$ cat src/rtl/rr_mux_arbiter_pkg.sv
// Shared arbiter definitions: FSM state encoding reused by the arbiter family.
package arb_pkg;

  typedef enum logic {
    IDLE  = 1'b0,
    GRANT = 1'b1
  } state_t;

endpackage

$ cat src/rtl/rr_mux_arbiter_if.sv
// Request/grant bundle between requesters and the round-robin mux arbiter.
interface rr_mux_arbiter_if #(
  parameter int INs = 5,
  parameter int SW  = $clog2(INs)
);

  logic [INs-1:0] req;
  logic           done;
  logic [INs-1:0] gnt;
  logic [SW-1:0]  sel;
  logic           busy;

  modport master (output req, done, input gnt, sel, busy);
  modport slave  (input req, done, output gnt, sel, busy);

endinterface

$ cat src/rtl/rr_mux_arbiter_pick.sv
// Rotating-priority search: first set req bit strictly after ptr, wrapping modulo INs.
module rr_pick #(
  parameter int INs = 5,
  parameter int SW  = $clog2(INs)
) (
  input  logic [INs-1:0] req,
  input  logic [SW-1:0]  ptr,
  output logic           found,
  output logic [SW-1:0]  idx
);

  localparam int unsigned N = INs;

  always_comb begin
    found = 1'b0;
    idx   = '0;
    // Offsets 1..N visit ptr+1 first and ptr itself last.
    for (int unsigned i = 1; i <= N; i++) begin
      int unsigned c;
      c = (32'(ptr) + i) % N;
      if (!found && req[c]) begin
        found = 1'b1;
        idx   = SW'(c);
      end
    end
  end

endmodule

$ cat src/rtl/rr_mux_arbiter.sv
// Round-robin owner arbiter for a shared mux: IDLE/GRANT FSM, release pointer, registered outputs.
module rr_mux_arbiter
  import arb_pkg::*;
#(
  parameter int INs = 5,
  parameter int SW  = $clog2(INs)
) (
  input  logic               clk,
  input  logic               reset,
  rr_mux_arbiter_if.slave    bus
);

  state_t         state, state_n;
  logic [SW-1:0]  ptr, ptr_n;
  logic [INs-1:0] gnt, gnt_n;
  logic [SW-1:0]  sel, sel_n;
  logic           busy, busy_n;
  logic           found;
  logic [SW-1:0]  idx;

  rr_pick #(.INs(INs), .SW(SW)) u_pick (
    .req   (bus.req),
    .ptr   (ptr),
    .found (found),
    .idx   (idx)
  );

  always_ff @(posedge clk) begin
    if (reset) begin
      state <= IDLE;
      ptr   <= SW'(INs - 1);
      gnt   <= '0;
      sel   <= '0;
      busy  <= 1'b0;
    end else begin
      state <= state_n;
      ptr   <= ptr_n;
      gnt   <= gnt_n;
      sel   <= sel_n;
      busy  <= busy_n;
    end
  end

  always_comb begin
    state_n = state;
    ptr_n   = ptr;
    gnt_n   = gnt;
    sel_n   = sel;
    busy_n  = busy;
    unique case (state)
      IDLE: begin
        gnt_n  = '0;
        busy_n = 1'b0;
        if (found) begin
          state_n    = GRANT;
          gnt_n      = '0;
          gnt_n[idx] = 1'b1;
          sel_n      = idx;
          busy_n     = 1'b1;
        end
      end
      GRANT: begin
        // Release leaves sel on the last owner; ptr records it for the next search.
        if (bus.done || !bus.req[sel]) begin
          state_n = IDLE;
          gnt_n   = '0;
          busy_n  = 1'b0;
          ptr_n   = sel;
        end
      end
      default: state_n = IDLE;
    endcase
  end

  assign bus.gnt  = gnt;
  assign bus.sel  = sel;
  assign bus.busy = busy;

endmodule

$ cat src/flat_wrapper.sv
// flat-port wrapper written by rule: the top's interface ports become plain ports
module rr_mux_arbiter_flat import arb_pkg::*;
#(
  parameter int INs = 5,
  parameter int SW  = $clog2(INs)
)
  (clk, reset, bus_req, bus_done, bus_gnt, bus_sel, bus_busy);
  rr_mux_arbiter_if #(.INs(INs), .SW(SW)) bus_i ();
  input  logic clk;
  input  logic reset;
  input wire logic [$bits(bus_i.req)-1:0] bus_req;
  input wire logic [$bits(bus_i.done)-1:0] bus_done;
  output wire logic [$bits(bus_i.gnt)-1:0] bus_gnt;
  output wire logic [$bits(bus_i.sel)-1:0] bus_sel;
  output wire logic [$bits(bus_i.busy)-1:0] bus_busy;
  assign bus_i.req = bus_req;
  assign bus_i.done = bus_done;
  assign bus_gnt = bus_i.gnt;
  assign bus_sel = bus_i.sel;
  assign bus_busy = bus_i.busy;
  rr_mux_arbiter #(.INs(INs), .SW(SW)) u_core (.clk(clk), .reset(reset), .bus(bus_i));
endmodule
$ cat config.mk
export PLATFORM = sky130hd
export DESIGN_NAME = rr_mux_arbiter_flat
export DESIGN_NICKNAME = d
export VERILOG_FILES = /design/src/rtl/rr_mux_arbiter_pkg.sv /design/src/rtl/rr_mux_arbiter_if.sv /design/src/rtl/rr_mux_arbiter_pick.sv /design/src/rtl/rr_mux_arbiter.sv /design/src/flat_wrapper.sv
export SDC_FILE = /design/constraint.sdc
export NUM_CORES = 1
export LEC_CHECK = 0
export ABC_AREA = 1
export BUFFER_PORTS_ARGS = -buffer_cell sky130_fd_sc_hd__buf_2
export CELL_PAD_IN_SITES_DETAIL_PLACEMENT = 0
export CELL_PAD_IN_SITES_GLOBAL_PLACEMENT = 2
export CORE_MARGIN = 3
export CORE_UTILIZATION = 30
export CTS_CLUSTER_DIAMETER = 30
export DETAILED_ROUTE_END_ITERATION = 10
export GPL_ROUTABILITY_DRIVEN = 0
export PLACE_DENSITY = 0.8
export SKIP_CTS_REPAIR_TIMING = 1
export SYNTH_ARGS = -nofsm -noshare
export SYNTH_HDL_FRONTEND = slang
export SYNTH_SLANG_ARGS = --single-unit
export TNS_END_PERCENT = 10
$ cat constraint.sdc
create_clock -name clk -period 4.1 [get_ports clk]
set_clock_uncertainty 0.2 [all_clocks]
set_input_delay 1.23 -clock clk [delete_from_list [all_inputs] [get_ports clk]]
set_output_delay 1.23 -clock clk [all_outputs]
set_load 0.05 [all_outputs]
Word level (Yosys, flattened, before mapping)

Cells that the tools add are included.

Logic and storage cells: 70
Bits in registers: 13
Bits of input ports: 8
Output and inout bits: 9

Reductions and logical operators: 13
Bitwise logic cells: 1
Divide/modulo/power cells: 5
Add/subtract/negate cells: 5
Muxes and demuxes: 32
Equal/unequal tests: 1
Order comparisons: 8

Operator list:

| cell                                                              | number |
|---|---|
| less-than comparator 32 x 4 -> 1 bit, second input constant       | 5 |
| modulo 32 x 3 -> 32 bit, second input constant                    | 5 |
| binary-select mux 1 bit (select 3 bit)                            | 6 |
| 2-to-1 mux 1 bit                                                  | 15 |
| 2-to-1 mux 3 bit                                                  | 5 |
| 2-to-1 mux 5 bit                                                  | 2 |
| case mux 5 bit (2 select lines)                                   | 1 |
| adder 3 x 2 -> 4 bit, second input constant                       | 2 |
| adder 3 x 3 -> 4 bit, second input constant                       | 2 |
| less-than comparator 3 x 4 -> 1 bit, second input constant        | 2 |
| logical AND 1 bit                                                 | 5 |
| zero test 1 bit                                                   | 5 |
| adder 3 x 1 -> 4 bit, second input constant                       | 1 |
| case mux 1 bit (2 select lines)                                   | 2 |
| AND reduction 2 bit                                               | 2 |
| demux 1 bit (select 3 bit)                                        | 1 |
| greater-or-equal comparator 3 x 1 -> 1 bit, second input constant | 1 |
| inequality test 2 bit, second input constant                      | 1 |
| logical OR 1 bit                                                  | 1 |
| NOT 1 bit                                                         | 1 |

Longest topological paths before layout

Gate-level depths: netlist of run 1.

Depth after elaboration: 23
Gate-level depth with buffers: 29
Gate-level depth less buffers: 28

Hierarchy

A second synthesis of run 1 with hierarchy kept.

Cells, all modules: 366
Area total of the unflattened synthesis: 2423.6 um2

By module, submodules not included:

| module         | cells each | sequential area each (um2) | times used | area each (um2) |
|---|---|---|---|---|
| rr_pick        | 292        | 0.0                        | 1          | 1808.0 |
| rr_mux_arbiter | 74         | 260.2                      | 1          | 615.6 |

Worst setup path after synthesis of run 1

No wires, ideal clock.

Path type: register to register
From: register u_core.ptr[0]
To: register u_core.gnt[0] (netlist: u_core.bus.gnt[0])
Stages on the path, launching flop included: 24
Slack: 308 ps
Arrival: 3525 ps
Clock period less this slack: 3792 ps
Buffers on the path: 1
Data required time: 3834 ps
Cell sequence: dfxtp_1 -> buf_4 -> clkinv_1 -> ha_1 -> ha_1 -> inv_1 -> nand3_2 -> nand2_1 -> xor2_1 -> ha_1 -> inv_1 -> or2_2 -> nand3_2 -> nand2_2 -> nand2_2 -> xor2_1 -> nand4_1 -> nand2_2 -> inv_2 -> nand2_1 -> nand2_2 -> nor2_2 -> nand2_1 -> a21oi_2

Word-level cells in the longest chain between the ends: 23
Elaborated cells between the ends (all ways): 45
Classes of those cells: add/sub: 5; div: 5; order compare: 2; mux: 24; reduce/logical: 9

RTL lines:

| item                                                                                                                           | RTL line                  | text |
|---|---|---|
| start, declared                                                                                                                | rr_mux_arbiter.sv:14      | `logic [SW-1:0] ptr, ptr_n;` |
| start signal, assigned                                                                                                         | rr_mux_arbiter.sv:31      | `ptr <= SW'(INs - 1);` |
| start signal, assigned                                                                                                         | rr_mux_arbiter.sv:37      | `ptr <= ptr_n;` |
| adder 3 x 1 -> 4 bit                                                                                                           | rr_mux_arbiter_pick.sv:20 | `c = (32'(ptr) + i) % N;` |
| modulo 32 x 3 -> 32 bit                                                                                                        | rr_mux_arbiter_pick.sv:20 |  |
| binary-select mux 1 bit (select 3 bit)                                                                                         | rr_mux_arbiter_pick.sv:21 | `if (!found && req[c]) begin` |
| 2-to-1 mux 1 bit (implied by the code)                                                                                         | rr_mux_arbiter_pick.sv:21 |  |
| 2-to-1 mux 1 bit                                                                                                               | rr_mux_arbiter_pick.sv:21 |  |
| zero test 1 bit                                                                                                                | rr_mux_arbiter_pick.sv:21 |  |
| logical AND 1 bit                                                                                                              | rr_mux_arbiter_pick.sv:21 |  |
| 2-to-1 mux 1 bit                                                                                                               | rr_mux_arbiter_pick.sv:21 |  |
| [7 not listed]                                                                                                                 | --                        |  |
| logical AND 1 bit                                                                                                              | rr_mux_arbiter_pick.sv:21 |  |
| 2-to-1 mux 3 bit                                                                                                               | rr_mux_arbiter_pick.sv:21 |  |
| less-than comparator 3 x 4 -> 1 bit (implied by the code) / greater-or-equal comparator 3 x 1 -> 1 bit (equally long branches) | rr_mux_arbiter.sv:57      | `gnt_n[idx] = 1'b1;` |
| logical AND 1 bit (implied by the code)                                                                                        | rr_mux_arbiter.sv:57      |  |
| 2-to-1 mux 1 bit (implied by the code)                                                                                         | rr_mux_arbiter.sv:57      |  |
| demux 1 bit (select 3 bit)                                                                                                     | --                        |  |
| 2-to-1 mux 5 bit (*)                                                                                                           | rr_mux_arbiter.sv:54      | `if (found) begin` |
| case mux 5 bit (2 select lines) (*)                                                                                            | rr_mux_arbiter.sv:50      | `unique case (state)` |
| end signal, assigned                                                                                                           | rr_mux_arbiter.sv:38      | `gnt <= gnt_n;` |
| end, declared                                                                                                                  | rr_mux_arbiter.sv:15      | `logic [INs-1:0] gnt, gnt_n;` |

Mark *: on every way between the ends. The rest lies on a longest branch, timed or not. The select of a mux whose other input is x is not followed.
A chain may end at the register's enable or synchronous reset.

Worst setup path in the final report of run 1

From: register u_core.ptr[0]
To: register u_core.gnt[2] (netlist: u_core.bus.gnt[2])

Same word-level chain as after synthesis.

==> metrics, run 1 <==
htree depth=1; Root Buffer=clkbuf_8; CP Launch Type=flip-flop; Tot GR Track Use=13.42%; Placeable Area=0.006907 mm²; CP Data Required Time=roughly 4 ns; placed inst area=between 0.002 and 0.0025 mm²; DP HPWL=between 4000 and 5000 µm; RSZ-0062 raised after global routing=false; largest net degree at the start of global routing=14; yosys warns=0; vias per inst=4.627; Max Cap Violations=0; Hold Crit Class=reg2reg; WHS Path Cells=2; CTS Buffer Depth=2; most common cell after layout, fill and taps aside=nand2_1; Port-buffer cells=16; final setup fails=0; Slew headroom=a little over two thirds; dpl cells=447; Synth Cell Area=0.002176 mm²; Vias=around 2100; Setup TNS=0 ns; Worst Max-Slew Pin Slew=0.4583 ns; final non-filler cell area=0.002456 mm²; CP Capture Type=flip-flop; CTS Buf Count=3; # diodes=0; antenna-violating nets left=0; slowest CP cell=dfxtp_1; period utilisation layout=approximately 91%; WL per Instance=11.76 µm; worst-path maximum fanout=10; total gr overflow=0; Worst Reg-to-Reg Cells=26; number of global-route vias before repair=approximately 2100; Netlist cell types=36; crit-path max cell delay=0.36 ns; syn_nets=about 370; initial core utilization=a little under a third; # clock sinks=13; crit path time final=3.715 ns; WP depth=26; clock latency on the worst-skew pair=0.25 ns; syn_area_per_cell=6.514 µm²; DRT Wirelength=5303 µm; Die Ht=around 90 µm; Setup CP Type=reg2reg; clk slew on worst S/H paths=0.06 ns; Rows=30; CTS tree=done; Max Fclk=0.2692 GHz; run status=complete, no violations; Worst EP arrival=between 3 and 4 ns; DRT Pass-1 Iters=4; fin. max-slew vios=0; Residual DRC=0; nets=387; global-route wire length before repair=9480 µm; die width=around 91 µm; initial drt markers=111; layout cells sized above 1=30.42%; WP buf/inv=5; Post-Syn Instances=334; commonest non-fill, non-tap cells in the layout=nand2_1 (78), nand3_1 (36), inv_1 (33), nand2_2 (25), ha_1 (22); Hold Vio Cnt, Final=0; Area growth, synth to finish=12.88%; sequential area share after synthesis=11.96%; die area=0.008311 mm²; Non-Filler Instances=451; CP delay by family, top=simple AND/OR/NAND/NOR gates; initial antenna violation count=0; IO Pins=17; most used cell, CP=nand2_1; Yosys reg bits=13
[layer usage]
| layer | wire length (µm) | up-vias | global-route usage (%) | part of all wire, % |
|---|---|---|---|---|
| met1 | 2703 | 933 | 18.49 | 51 |
| li1 | - | 1120 | - | - |
| met4 | 40 | 0 | 2.638 | 0.75 |
| met2 | 2449 | 28 | 22.93 | 46 |
| met3 | 110 | 6 | 0.9942 | 2.1 |
| met5 | 0 | - | 0 | 0 |
[final timing paths]
path / from / endpoint / slack, ns
min: u_core.bus.gnt[4] / u_core.bus.gnt[4] / 0.27
max: u_core.ptr[0] / u_core.bus.gnt[2] / 0.39
min reg2reg: u_core.bus.gnt[4] / u_core.bus.gnt[4] / 0.27
max reg2reg: u_core.ptr[0] / u_core.bus.gnt[2] / 0.39
[layout make-up]
type / count / area [µm²]
fillers: 782 / 4451
multi-input cells: 271 / 1737
flip-flops and latches: 13 / 260.3
inverters: 45 / 168.9
repair buffers: 22 / 125.1
well taps: 96 / 120.1
clock buffers: 4 / 45.04
[through the flow]
stage,hold WS (ns),util [%],worst slack (ns)
2_1_floorplan,0.3418,-,0.3085
5_1_grt,0.3007,35.56,0.01135
3_3_place_gp,0.2504,34.55,0.3461
6_report,0.2727,35.56,0.3851
4_1_cts,0.2753,35.20,0.2181
3_5_place_dp,0.2669,34.55,0.2587
[synthesized netlist by cell type, drive strengths merged]
library cell | count | area [µm²]
nand2 | 112 | 550.5
nand3 | 48 | 300.3
inv | 41 | 153.9
nor2 | 25 | 127.6
ha | 23 | 287.8
o21ai | 21 | 123.9
a21oi | 17 | 118.9
dfxtp | 13 | 260.3
nand3b | 5 | 37.54
nand4 | 5 | 31.28
xor2 | 5 | 51.30
buf | 4 | 31.27
clkinv | 4 | 15.01
a31oi | 2 | 12.51
or2 | 2 | 12.52
a21o | 1 | 8.760
and2 | 1 | 8.760
clkbuf | 1 | 3.750
nor3 | 1 | 16.27
o211ai | 1 | 7.510
o21a | 1 | 7.510
xnor2 | 1 | 8.760
[flip-flops by register name, indices dropped and copies added, names as in the netlist]
signal           flops
u_core.bus.busy      1
u_core.bus.gnt       5
u_core.ptr           3
u_core.state         1
u_core.bus.sel       3
[cell families (layout without fill, tap and decap cells)]
logic type | after synthesis | after routing | synth area share (%)
AND/OR/NAND/NOR | 199 | 199 | 49.86
buffers and inverters | 50 | 71 | 9.372
AO/OA/AOI/OAI | 43 | 43 | 12.82
adder cells (fa/ha/maj) | 23 | 23 | 13.23
flip-flops | 13 | 13 | 11.96
XOR/XNOR | 6 | 6 | 2.760
[worst reg2reg max path: cells and delay by family (launching register included)]
kind / cells / cell delay [ns]
adder cells (fa/ha/maj): 2 / 0.51
buffers and inverters: 5 / 0.74
AO/OA/AOI/OAI: 1 / 0.12
AND/OR/NAND/NOR: 18 / 1.71
flip-flops: 1 / 0.36
Power of run 1 is not shown: default switching activity piles up to over one toggle a cycle in this logic, so the estimate is an artifact.
==> run 2, diff against run 1 <==
- CORE_ASPECT_RATIO: unset -> 1.1
==> metrics, run 2 (synthesis results as in run 1) <==
WP buf/inv=5; Die Ht=about 95 µm; CP Launch Type=flip-flop; RSZ-0062 raised after global routing=false; CTS Buf Count=3; CTS tree=done; run status=complete, no violations; # clock sinks=13; Rows=31; IO Pins=17; Vias=about 2100; largest net degree at the start of global routing=14; initial antenna violation count=0; Port-buffer cells=16; fin. max-slew vios=0; CTS Buffer Depth=2; vias per inst=4.819; Hold Vio Cnt, Final=0; antenna-violating nets left=0; number of global-route vias before repair=2076; dpl cells=433; DRT Wirelength=between 5000 and 6000 µm; register with the most flip-flops=u_core.bus.gnt; clock latency on the worst-skew pair=0.24 ns; Setup TNS=0 ns; Worst EP arrival=3.72 ns; Placeable Area=0.006827 mm²; Max Cap Violations=0; total gr overflow=0; commonest non-fill, non-tap cells in the layout=nand2_1 (78), nand3_1 (36), inv_1 (33), nand2_2 (25), ha_1 (22); Area growth, synth to finish=11.56%; Max Fclk=0.2675 GHz; most common cell after layout, fill and taps aside=nand2_1; Hold Crit Class=reg2reg; slowest CP cell=dfxtp_1; Tot GR Track Use=13.84%; Root Buffer=clkbuf_8; # diodes=0; htree depth=1; worst path cell trace=buf_4 > clkinv_1 > ha_1 > ha_1 > inv_1 > nand3_2 > nand2_1 > xor2_2 > ha_1 > inv_1 > or2_2 > nand3_2 > nand2_2 > nand2_2 > xor2_1 > nand4_1 > nand2_2 > inv_2 > nand2_1 > nand2_2 > nor2_2 > nand2_1 > a21oi_2; Worst Max-Slew Pin Slew=0.4465 ns; CP Capture Type=flip-flop; global-route wire length before repair=9411 µm; Slew headroom=70.13%; crit-path max cell delay=between 0.3 and 0.4 ns; largest registers=u_core.bus.gnt: 5 flops, u_core.bus.sel: 3 flops, u_core.ptr: 3 flops; period utilisation layout=a little over 90%; initial drt markers=106; DRT Pass-1 Iters=4; DP HPWL=4566 µm; Residual DRC=0; max reg flops=5; CP delay by family, top=simple AND/OR/NAND/NOR gates; clk slew on worst S/H paths=~0.06 ns; Fill cells=roughly 770; die area=between 0.008 and 0.009 mm²; crit path time final=between 3 and 4 ns; Setup CP Type=reg2reg; CP Data Required Time=approximately 4 ns; most used cell, CP=nand2_2; WL per Instance=12.28 µm; worst-path maximum fanout=6; nets=387; layout cells sized above 1=between 20 and 30%; final setup fails=0; die width=87.20 µm; Non-Filler Instances=437; initial core utilization=31.87%
## run 2: cell types whose count changed in the layout (fill, tap and decap cells not counted)
cell    before  now
buf_4        6    5
buf_6        0    1
xor2_1       1    3
xor2_2       4    2
## run 2: stage by stage
stage	hold WS [ns]	util (%)	area [µm²]	worst slack, ns
global placement	0.2520	34.70	2369	0.3765
floorplan	0.3418	-	2176	0.3085
global route	0.2939	35.56	2427	0.01896
detailed placement	0.2519	34.70	2369	0.2768
finish	0.2688	35.56	2427	0.3611
CTS	0.2675	35.36	2414	0.2365
## run 2: worst paths after layout
kind                                       from                 to  slack (ns)  cells past startpoint
worst min-delay path            u_core.bus.busy    u_core.bus.busy        0.27                      1
worst max register to register    u_core.ptr[0]  u_core.bus.gnt[0]        0.36                     23
worst min register to register  u_core.bus.busy    u_core.bus.busy        0.27                      1
worst max-delay path              u_core.ptr[0]  u_core.bus.gnt[0]        0.36                     23
## run 2: layout make-up
type / count / area, µm² / share of cell area [%]
inverter: 45 / 168.9 / 6.959
sequential: 13 / 260.3 / 10.72
tap: 82 / 102.6 / 4.227
clock buffer: 4 / 45.04 / 1.856
multi-input combinational: 271 / 1722 / 70.93
timing repair buffer: 22 / 128.9 / 5.309
## run 2: worst register-to-register path: cells and delay by family, from the launching register on
kind | cells | cell delay, ns
AND/OR/NAND/NOR | 12 | 1.38
adder cells (fa/ha/maj) | 3 | 0.73
XOR/XNOR | 2 | 0.45
buffers and inverters | 5 | 0.42
flip-flops | 1 | 0.37
AO/OA/AOI/OAI | 1 | 0.11
## run 2: metal layers
layer	wire length [µm]	global-route usage, %	up-vias
li1	-	-	1124
met1	2710	19.05	957
met2	2527	24.05	19
met3	93	0.8643	6
met4	36	2.302	0
met5	0	0	-
Power of run 2 is left out for the same reason.
